===== config.mk =====
export PLATFORM = sky130hd
export DESIGN_NAME = grid_port_arbiter_flat
export DESIGN_NICKNAME = d
export VERILOG_FILES = /design/src/rtl/grid_pkg.sv /design/src/rtl/grid_port_arbiter_if.sv /design/src/rtl/grid_rr_picker.sv /design/src/rtl/grid_port_arbiter.sv /design/src/flat_wrapper.sv
export SDC_FILE = /design/constraint.sdc
export NUM_CORES = 1
export LEC_CHECK = 0
export ABC_AREA = 1
export CAP_MARGIN = 10
export CELL_PAD_IN_SITES_DETAIL_PLACEMENT = 1
export CELL_PAD_IN_SITES_GLOBAL_PLACEMENT = 1
export CORE_UTILIZATION = 31
export DETAILED_ROUTE_END_ITERATION = 8
export PLACE_DENSITY = 0.79
export SLEW_MARGIN = 20
export SYNTH_ARGS = -nofsm -noshare
export SYNTH_HDL_FRONTEND = slang
export SYNTH_HIERARCHICAL = 1
export SYNTH_SLANG_ARGS = --single-unit

===== constraint.sdc =====
create_clock -name clock -period 3.2 [get_ports clock]
set_clock_uncertainty 0.05 [all_clocks]
set_input_delay 0.48 -clock clock [delete_from_list [all_inputs] [get_ports clock]]
set_output_delay 0.48 -clock clock [all_outputs]
set_load 0.02 [all_outputs]

===== src/rtl/grid_pkg.sv =====
//------------------------------------------------------------------------------
// grid_pkg : shared constants, cell codes, client ids and arbiter FSM encoding
// Rev 1.0
//------------------------------------------------------------------------------
`default_nettype none

package grid_pkg;

  localparam int GRID_W    = 40;
  localparam int GRID_H    = 30;
  localparam int X_W       = 6;
  localparam int Y_W       = 5;
  localparam int CELL_W    = 3;
  localparam int N_CLIENTS = 3;

  localparam logic [CELL_W-1:0] CELL_EMPTY = 3'd0;
  localparam logic [CELL_W-1:0] CELL_ENEMY = 3'd4;

  localparam logic [1:0] CLIENT_RENDER = 2'd0;
  localparam logic [1:0] CLIENT_ENEMY  = 2'd1;
  localparam logic [1:0] CLIENT_PLAYER = 2'd2;

  typedef enum logic [1:0] {
    ST_IDLE  = 2'd0,
    ST_ISSUE = 2'd1,
    ST_WAIT  = 2'd2,
    ST_ACK   = 2'd3
  } arb_state_t;

  function automatic logic [1:0] onehot_to_idx(input logic [N_CLIENTS-1:0] oh);
    logic [1:0] idx;
    idx = CLIENT_RENDER;
    if (oh[1]) idx = CLIENT_ENEMY;
    if (oh[2]) idx = CLIENT_PLAYER;
    return idx;
  endfunction

  // Client index 'step' positions after 'base', wrapping over the three clients.
  function automatic logic [1:0] rr_next(input logic [1:0] base, input int step);
    int s;
    s = int'(base) + step;
    return 2'(s % N_CLIENTS);
  endfunction

endpackage

`default_nettype wire


===== src/rtl/grid_port_arbiter_if.sv =====
//------------------------------------------------------------------------------
// grid_port_arbiter_if : client request bundle plus grid memory pins
// Rev 1.0
//------------------------------------------------------------------------------
`default_nettype none

interface grid_port_arbiter_if;
  import grid_pkg::*;

  logic [N_CLIENTS-1:0]        req;
  logic [N_CLIENTS-1:0]        lock;
  logic [N_CLIENTS*X_W-1:0]    req_x;
  logic [N_CLIENTS*Y_W-1:0]    req_y;
  logic [N_CLIENTS-1:0]        req_we;
  logic [N_CLIENTS*CELL_W-1:0] req_wdata;
  logic [N_CLIENTS-1:0]        grant;
  logic [N_CLIENTS-1:0]        ack;
  logic [CELL_W-1:0]           rdata;
  logic                        busy;
  logic [X_W-1:0]              grid_x;
  logic [Y_W-1:0]              grid_y;
  logic                        grid_write;
  logic [CELL_W-1:0]           grid_in;
  logic [CELL_W-1:0]           grid_out;

  // Requester/memory side.
  modport master (
    output req, lock, req_x, req_y, req_we, req_wdata, grid_out,
    input  grant, ack, rdata, busy, grid_x, grid_y, grid_write, grid_in
  );

  // Arbiter side.
  modport slave (
    input  req, lock, req_x, req_y, req_we, req_wdata, grid_out,
    output grant, ack, rdata, busy, grid_x, grid_y, grid_write, grid_in
  );

endinterface

`default_nettype wire


===== src/rtl/grid_rr_picker.sv =====
//------------------------------------------------------------------------------
// grid_rr_picker : combinational round-robin winner select with lock override
// Rev 1.0
//------------------------------------------------------------------------------
`default_nettype none

module grid_rr_picker
  import grid_pkg::*;
(
  input  wire logic [N_CLIENTS-1:0] i_req,
  input  wire logic [1:0]           i_ptr,
  input  wire logic                 i_lock_hold,
  input  wire logic [1:0]           i_lock_owner,
  output      logic [N_CLIENTS-1:0] o_winner,
  output      logic                 o_valid
);

  logic [N_CLIENTS-1:0] w_win;
  logic                 w_found;
  logic [1:0]           w_idx;

  always_comb begin
    w_win   = '0;
    w_found = 1'b0;
    w_idx   = '0;
    if (i_lock_hold && i_req[i_lock_owner]) begin
      w_win[i_lock_owner] = 1'b1;
      w_found             = 1'b1;
    end else begin
      // Search starts one past the last served client; the pointer itself is checked last.
      for (int k = 1; k <= N_CLIENTS; k++) begin
        w_idx = rr_next(i_ptr, k);
        if (!w_found && i_req[w_idx]) begin
          w_win[w_idx] = 1'b1;
          w_found      = 1'b1;
        end
      end
    end
  end

  assign o_winner = w_win;
  assign o_valid  = w_found;

endmodule

`default_nettype wire


===== src/rtl/grid_port_arbiter.sv =====
//------------------------------------------------------------------------------
// grid_port_arbiter : round-robin sharing of the grid RAM port among three clients
// Rev 1.0
//------------------------------------------------------------------------------
`default_nettype none

module grid_port_arbiter
  import grid_pkg::*;
#(
  parameter int RD_LATENCY = 1,
  parameter int GRID_W     = grid_pkg::GRID_W,
  parameter int GRID_H     = grid_pkg::GRID_H
) (
  input  wire logic          clock,
  input  wire logic          reset,
  grid_port_arbiter_if.slave io_bus
);

  arb_state_t           r_state;
  logic [N_CLIENTS-1:0] r_grant;
  logic [N_CLIENTS-1:0] r_ack;
  logic [CELL_W-1:0]    r_rdata;
  logic                 r_busy;
  logic [X_W-1:0]       r_grid_x;
  logic [Y_W-1:0]       r_grid_y;
  logic                 r_grid_write;
  logic [CELL_W-1:0]    r_grid_in;
  logic [1:0]           r_ptr;
  logic                 r_lock_hold;
  logic [1:0]           r_lock_owner;
  logic                 r_we;
  logic                 r_in_range;
  logic [1:0]           r_cnt;

  logic [N_CLIENTS-1:0] w_win;
  logic                 w_valid;
  logic [1:0]           w_idx;
  logic                 w_lock_hold;
  logic [X_W-1:0]       w_sel_x;
  logic [Y_W-1:0]       w_sel_y;
  logic                 w_sel_we;
  logic [CELL_W-1:0]    w_sel_wdata;
  logic                 w_sel_lock;
  logic                 w_sel_in_range;

  // The lock only matters while re-arbitrating in ACK; a fresh IDLE start is pure RR.
  assign w_lock_hold = r_lock_hold && (r_state == ST_ACK);

  grid_rr_picker u_picker (
    .i_req        (io_bus.req),
    .i_ptr        (r_ptr),
    .i_lock_hold  (w_lock_hold),
    .i_lock_owner (r_lock_owner),
    .o_winner     (w_win),
    .o_valid      (w_valid)
  );

  assign w_idx = onehot_to_idx(w_win);

  always_comb begin
    w_sel_x     = io_bus.req_x[X_W-1:0];
    w_sel_y     = io_bus.req_y[Y_W-1:0];
    w_sel_wdata = io_bus.req_wdata[CELL_W-1:0];
    w_sel_we    = io_bus.req_we[0];
    w_sel_lock  = io_bus.lock[0];
    case (w_idx)
      CLIENT_ENEMY: begin
        w_sel_x     = io_bus.req_x[2*X_W-1:X_W];
        w_sel_y     = io_bus.req_y[2*Y_W-1:Y_W];
        w_sel_wdata = io_bus.req_wdata[2*CELL_W-1:CELL_W];
        w_sel_we    = io_bus.req_we[1];
        w_sel_lock  = io_bus.lock[1];
      end
      CLIENT_PLAYER: begin
        w_sel_x     = io_bus.req_x[3*X_W-1:2*X_W];
        w_sel_y     = io_bus.req_y[3*Y_W-1:2*Y_W];
        w_sel_wdata = io_bus.req_wdata[3*CELL_W-1:2*CELL_W];
        w_sel_we    = io_bus.req_we[2];
        w_sel_lock  = io_bus.lock[2];
      end
      default: ;
    endcase
  end

  assign w_sel_in_range = (int'(w_sel_x) < GRID_W) && (int'(w_sel_y) < GRID_H);

  always_ff @(posedge clock or posedge reset) begin
    if (reset) begin
      r_state      <= ST_IDLE;
      r_grant      <= '0;
      r_ack        <= '0;
      r_rdata      <= CELL_EMPTY;
      r_busy       <= 1'b0;
      r_grid_x     <= '0;
      r_grid_y     <= '0;
      r_grid_write <= 1'b0;
      r_grid_in    <= '0;
      r_ptr        <= CLIENT_PLAYER;
      r_lock_hold  <= 1'b0;
      r_lock_owner <= CLIENT_RENDER;
      r_we         <= 1'b0;
      r_in_range   <= 1'b0;
      r_cnt        <= '0;
    end else begin
      case (r_state)
        ST_IDLE, ST_ACK: begin
          r_ack <= '0;
          if (w_valid) begin
            r_state      <= ST_ISSUE;
            r_busy       <= 1'b1;
            r_grant      <= w_win;
            r_ptr        <= w_idx;
            r_lock_hold  <= w_sel_lock;
            r_lock_owner <= w_idx;
            r_we         <= w_sel_we;
            r_in_range   <= w_sel_in_range;
            r_grid_x     <= w_sel_x;
            r_grid_y     <= w_sel_y;
            r_grid_in    <= w_sel_wdata;
            r_grid_write <= w_sel_we && w_sel_in_range;
          end else begin
            r_state     <= ST_IDLE;
            r_busy      <= 1'b0;
            r_grant     <= '0;
            r_lock_hold <= 1'b0;
          end
        end
        ST_ISSUE: begin
          r_grid_write <= 1'b0;
          r_cnt        <= '0;
          r_state      <= ST_WAIT;
        end
        ST_WAIT: begin
          if (r_cnt == 2'(RD_LATENCY - 1)) begin
            r_rdata <= (r_we || !r_in_range) ? CELL_EMPTY : io_bus.grid_out;
            r_ack   <= r_grant;
            r_state <= ST_ACK;
          end else begin
            r_cnt <= r_cnt + 2'd1;
          end
        end
        default: r_state <= ST_IDLE;
      endcase
    end
  end

  assign io_bus.grant      = r_grant;
  assign io_bus.ack        = r_ack;
  assign io_bus.rdata      = r_rdata;
  assign io_bus.busy       = r_busy;
  assign io_bus.grid_x     = r_grid_x;
  assign io_bus.grid_y     = r_grid_y;
  assign io_bus.grid_write = r_grid_write;
  assign io_bus.grid_in    = r_grid_in;

endmodule

`default_nettype wire


===== src/flat_wrapper.sv =====
// flat-port wrapper written by rule: the top's interface ports become plain ports
module grid_port_arbiter_flat import grid_pkg::*;
#(
  parameter int RD_LATENCY = 1,
  parameter int GRID_W     = grid_pkg::GRID_W,
  parameter int GRID_H     = grid_pkg::GRID_H
)
  (clock, reset, io_bus_req, io_bus_lock, io_bus_req_x, io_bus_req_y, io_bus_req_we, io_bus_req_wdata, io_bus_grid_out, io_bus_grant, io_bus_ack, io_bus_rdata, io_bus_busy, io_bus_grid_x, io_bus_grid_y, io_bus_grid_write, io_bus_grid_in);
  grid_port_arbiter_if io_bus_i ();
  input  wire logic clock;
  input  wire logic reset;
  input wire logic [$bits(io_bus_i.req)-1:0] io_bus_req;
  input wire logic [$bits(io_bus_i.lock)-1:0] io_bus_lock;
  input wire logic [$bits(io_bus_i.req_x)-1:0] io_bus_req_x;
  input wire logic [$bits(io_bus_i.req_y)-1:0] io_bus_req_y;
  input wire logic [$bits(io_bus_i.req_we)-1:0] io_bus_req_we;
  input wire logic [$bits(io_bus_i.req_wdata)-1:0] io_bus_req_wdata;
  input wire logic [$bits(io_bus_i.grid_out)-1:0] io_bus_grid_out;
  output wire logic [$bits(io_bus_i.grant)-1:0] io_bus_grant;
  output wire logic [$bits(io_bus_i.ack)-1:0] io_bus_ack;
  output wire logic [$bits(io_bus_i.rdata)-1:0] io_bus_rdata;
  output wire logic [$bits(io_bus_i.busy)-1:0] io_bus_busy;
  output wire logic [$bits(io_bus_i.grid_x)-1:0] io_bus_grid_x;
  output wire logic [$bits(io_bus_i.grid_y)-1:0] io_bus_grid_y;
  output wire logic [$bits(io_bus_i.grid_write)-1:0] io_bus_grid_write;
  output wire logic [$bits(io_bus_i.grid_in)-1:0] io_bus_grid_in;
  assign io_bus_i.req = io_bus_req;
  assign io_bus_i.lock = io_bus_lock;
  assign io_bus_i.req_x = io_bus_req_x;
  assign io_bus_i.req_y = io_bus_req_y;
  assign io_bus_i.req_we = io_bus_req_we;
  assign io_bus_i.req_wdata = io_bus_req_wdata;
  assign io_bus_i.grid_out = io_bus_grid_out;
  assign io_bus_grant = io_bus_i.grant;
  assign io_bus_ack = io_bus_i.ack;
  assign io_bus_rdata = io_bus_i.rdata;
  assign io_bus_busy = io_bus_i.busy;
  assign io_bus_grid_x = io_bus_i.grid_x;
  assign io_bus_grid_y = io_bus_i.grid_y;
  assign io_bus_grid_write = io_bus_i.grid_write;
  assign io_bus_grid_in = io_bus_i.grid_in;
  grid_port_arbiter #(.RD_LATENCY(RD_LATENCY), .GRID_W(GRID_W), .GRID_H(GRID_H)) u_core (.clock(clock), .reset(reset), .io_bus(io_bus_i));
endmodule

==> impl_metrics.py <==
metrics = {
    "run_status": {
        "status": "finished, violations left",
        "violations": "DRC",
    },
    "logic_synthesis": {
        "synth_area_sq_mm": 0.00216,
        "synth_edf_count": 0,
        "synth.avg_cell_area_sq_um": 7.24,
        "synthArstFlopShare_pct": 100,
        "yosysWarnings": 6,
        "synthFlopType": "dfrtp_1",
        "syn_nets": 363,
        "seq_area_frac_synth_pct": 40.5,
        "syn_inst": 299,
        "synth_seq_cells": 35,
        "ys_types": 27,
    },
    "clocking": {
        "path_clk_slew_ns": 0.07,
        "cts_hold_repair.buffers": 0,
        "cts-root-buf": "clkbuf_8",
        "cts_setup_buffers": 0,
        "clock_sinks": 35,
        "clk_latency_ns": 0.29,
        "cts_buffer_depth": 2,
        "cts_resized": 0,
        "h-tree-depth": 2,
        "cts_inserted_buffers": 5,
        "cts_tree": "done",
    },
    "setup_path": {
        "cp.required_ns": 3.37,
        "worstPathCellList": "inv_1 > ha_1 > inv_2 > nand2_1 > nand3_2 > nand2_2 > nor2_1 > nand3_1 > a21oi_2 > buf_4 > inv_4 > nand2_4 > nor2_1 > nor2_2 > nand2_1 > nand2_1 > nand3_1 > nand2_1",
        "cp.arrival_ns": 3.00,
        "slowest_delay_ns": 0.47,
        "crit_path_frequent_cell": "nand2_1",
        "critPathKind": "reg2reg",
        "endpoint_kind": "flip-flop",
        "cp_slowest_cell": "dfrtp_1",
        "startpoint_type": "flip-flop",
        "path_max_fanout": 19,
    },
    "drt": {
        "drc": 1,
        "wl_mm": 6.41,
        "vias_per_cell": 4.77,
        "first_iter_violations": 62,
        "wl_per_cell_um": 13.8,
        "first_pass_iters": 6,
        "ant_nets": 0,
        "num_vias": 2211,
    },
    "floorplan": {
        "die_area_sq_mm": 0.00732,
        "start_util_pct": 32.0,
        "num_io_pins": 81,
        "fp-row-count": 30,
        "core_sq_mm": 0.00676,
        "die_x_um": 85.6,
        "die_h_um": 85.6,
    },
    "sta": {
        "rsz0062_at_grt": "false",
        "max_slew.worst_pin.slew_ns": 0.501,
        "min_period_ns": 2.82,
        "tns_ns": 0,
        "final_max_slew_viol_count": 0,
        "slew_headroom_pct": 66.5,
        "final-setup-viol-count": 0,
        "final-hold-violation-count": 0,
        "clock.fmax_mhz": 354,
        "fin_crit_sh_pct": 88.3,
    },
    "global_routing": {
        "grt_pass1_wl_mm": 10.7,
        "grt_pass1_vias": 2258,
        "overflow": 0,
        "antenna_found_initial": 0,
        "grt_use_total_pct": 18.5,
        "grt_start_max_net_pins": 20,
    },
    "power_and_ir_drop": {
        "cellPowerDensity_mw_per_mm2": 1120,
        "p_leak_nw": 1.52,
        "ir_drop_uv": 475,
    },
    "placed_design": {
        "gp_congestion": 0.931,
        "placed_area_sq_mm": 0.00304,
        "dp_hpwl_mm": 5.06,
        "io_buffers": 80,
    },
    "flow_run": {
        "max-cap-violations": 0,
    },
    "layout": {
        "n_antenna_cell": 0,
        "syn2layout_area_growth_pct": 45.0,
        "fin_area_sq_mm": 0.00314,
        "fin_nets": 447,
        "fin_util_pct": 46.5,
        "drive_above_1_share_pct": 9.64,
    },
    "min_path": {
        "hold_path_class": "in2async",
    },
}
==> stage by stage <==
stage	setup slack, ns	hold WS, ns	cells	power [W]
final	0.375	0.427	464	0.00353
after detailed placement	0.353	0.422	456	0.00319
after CTS	0.360	0.437	464	0.00356
after floorplan	0.824	0.399	299	0.00250
after global placement	0.413	0.410	456	0.00312
after global routing	0.104	0.452	464	0.00388
==> critical path, delay by kind of cell, from the launching register on <==
family	cells	cell delay, ns
buffers and inverters	4	0.65
AO/OA/AOI/OAI	1	0.14
flip-flops	1	0.47
adder cells (fa/ha/maj)	1	0.40
AND/OR/NAND/NOR	12	1.05
==> metal layers <==
| metal | routed length, um | share of wire (%) | track usage (%) |
|---|---|---|---|
| met4 | 36 | 0.56 | 4.39 |
| met2 | 3250 | 51 | 31.6 |
| met3 | 228 | 3.6 | 3.75 |
| met5 | 0 | 0 | 0 |
| met1 | 2900 | 45 | 24.0 |
==> cell type report <==
| class | count | area, sq um |
|---|---|---|
| clock buffer | 8 | 100 |
| fill | 860 | 3620 |
| inverter | 46 | 178 |
| multi-input combinational | 210 | 1050 |
| sequential | 35 | 877 |
| tap | 80 | 100 |
| timing repair buffer | 85 | 838 |
==> power by group <==
part	total, W	switching, W	internal (W)
Clock	0.000362	0.000166	0.000197
Sequential	0.000780	0.000122	0.000658
Combinational	0.00239	0.00152	0.000872
Total	0.00353	0.00180	0.00173
==> cells by family after synthesis <==
logic type      share of synthesized area (%)
flops                                    40.5
buf+inv                                  11.3
simple gates                             32.5
fa+ha+maj                                4.62
compound gates                           11.0
==> sequential cells by signal, summed over array words and instances, names as in the netlist <==
register	count
u_core/r_in_range	1
u_core/io_bus.ack	3
u_core/io_bus.grid_x	6
u_core/r_we	1
u_core/io_bus.grid_in	3
u_core/io_bus.grant	3
u_core/r_state	2
u_core/io_bus.grid_y	5
u_core/r_cnt	2
u_core/r_lock_owner	1
u_core/r_ptr	2
u_core/r_lock_hold	1
u_core/io_bus.rdata	3
u_core/io_bus.busy	1
u_core/io_bus.grid_write	1
==> layout by cell type (no fill, tap or decap), types with 2 or more instances in the layout <==
cell,count
nor2_4,2
clkbuf_8,7
a21oi_1,10
inv_2,4
dfrtp_1,34
inv_4,2
ha_1,8
clkdlybuf4s50_1,80
inv_1,40
a31oi_1,7
o21ai_0,14
nor2_1,28
nand3_2,5
o21ai_1,8
nand3_1,18
nand3b_1,3
a21oi_2,2
nor2_2,4
buf_4,5
nand2_2,4
nand2_1,92
==> final timing paths <==
check | start | to | slack [ns] | cells after the start
min in group clock | u_core/io_bus.ack[1] | u_core/io_bus.ack[1] | 0.43 | 2
max reg2reg | u_core/r_ptr[0] | u_core/r_in_range | 0.38 | 18
min | reset | u_core/io_bus.grid_x[1] | 0.43 | 2
max in group asynchronous | reset | u_core/r_ptr[1] | 2.04 | 3
max | u_core/r_ptr[0] | u_core/r_in_range | 0.38 | 18
min reg2reg | u_core/io_bus.ack[1] | u_core/io_bus.ack[1] | 0.43 | 2
==> synthesized netlist by cell type, types with 2 or more instances <==
| master | count | area share [%] |
|---|---|---|
| o21ai_0 | 14 | 3.2 |
| dfrtp_1 | 34 | 39 |
| nand2_1 | 92 | 16 |
| nor2_2 | 4 | 1.2 |
| inv_4 | 2 | 0.58 |
| inv_2 | 4 | 0.69 |
| a21oi_1 | 11 | 2.5 |
| nor2_1 | 28 | 4.9 |
| buf_2 | 3 | 0.69 |
| nand3b_1 | 3 | 1.0 |
| buf_6 | 4 | 2.1 |
| nor2_4 | 2 | 1.0 |
| nand3_2 | 5 | 2.3 |
| nand2_2 | 4 | 1.2 |
| ha_1 | 8 | 4.6 |
| inv_1 | 40 | 6.9 |
| o21ai_1 | 8 | 1.8 |
| a31oi_1 | 7 | 2.0 |
| nand3_1 | 18 | 4.2 |
Note: power is estimated with default switching activity, not from simulation.
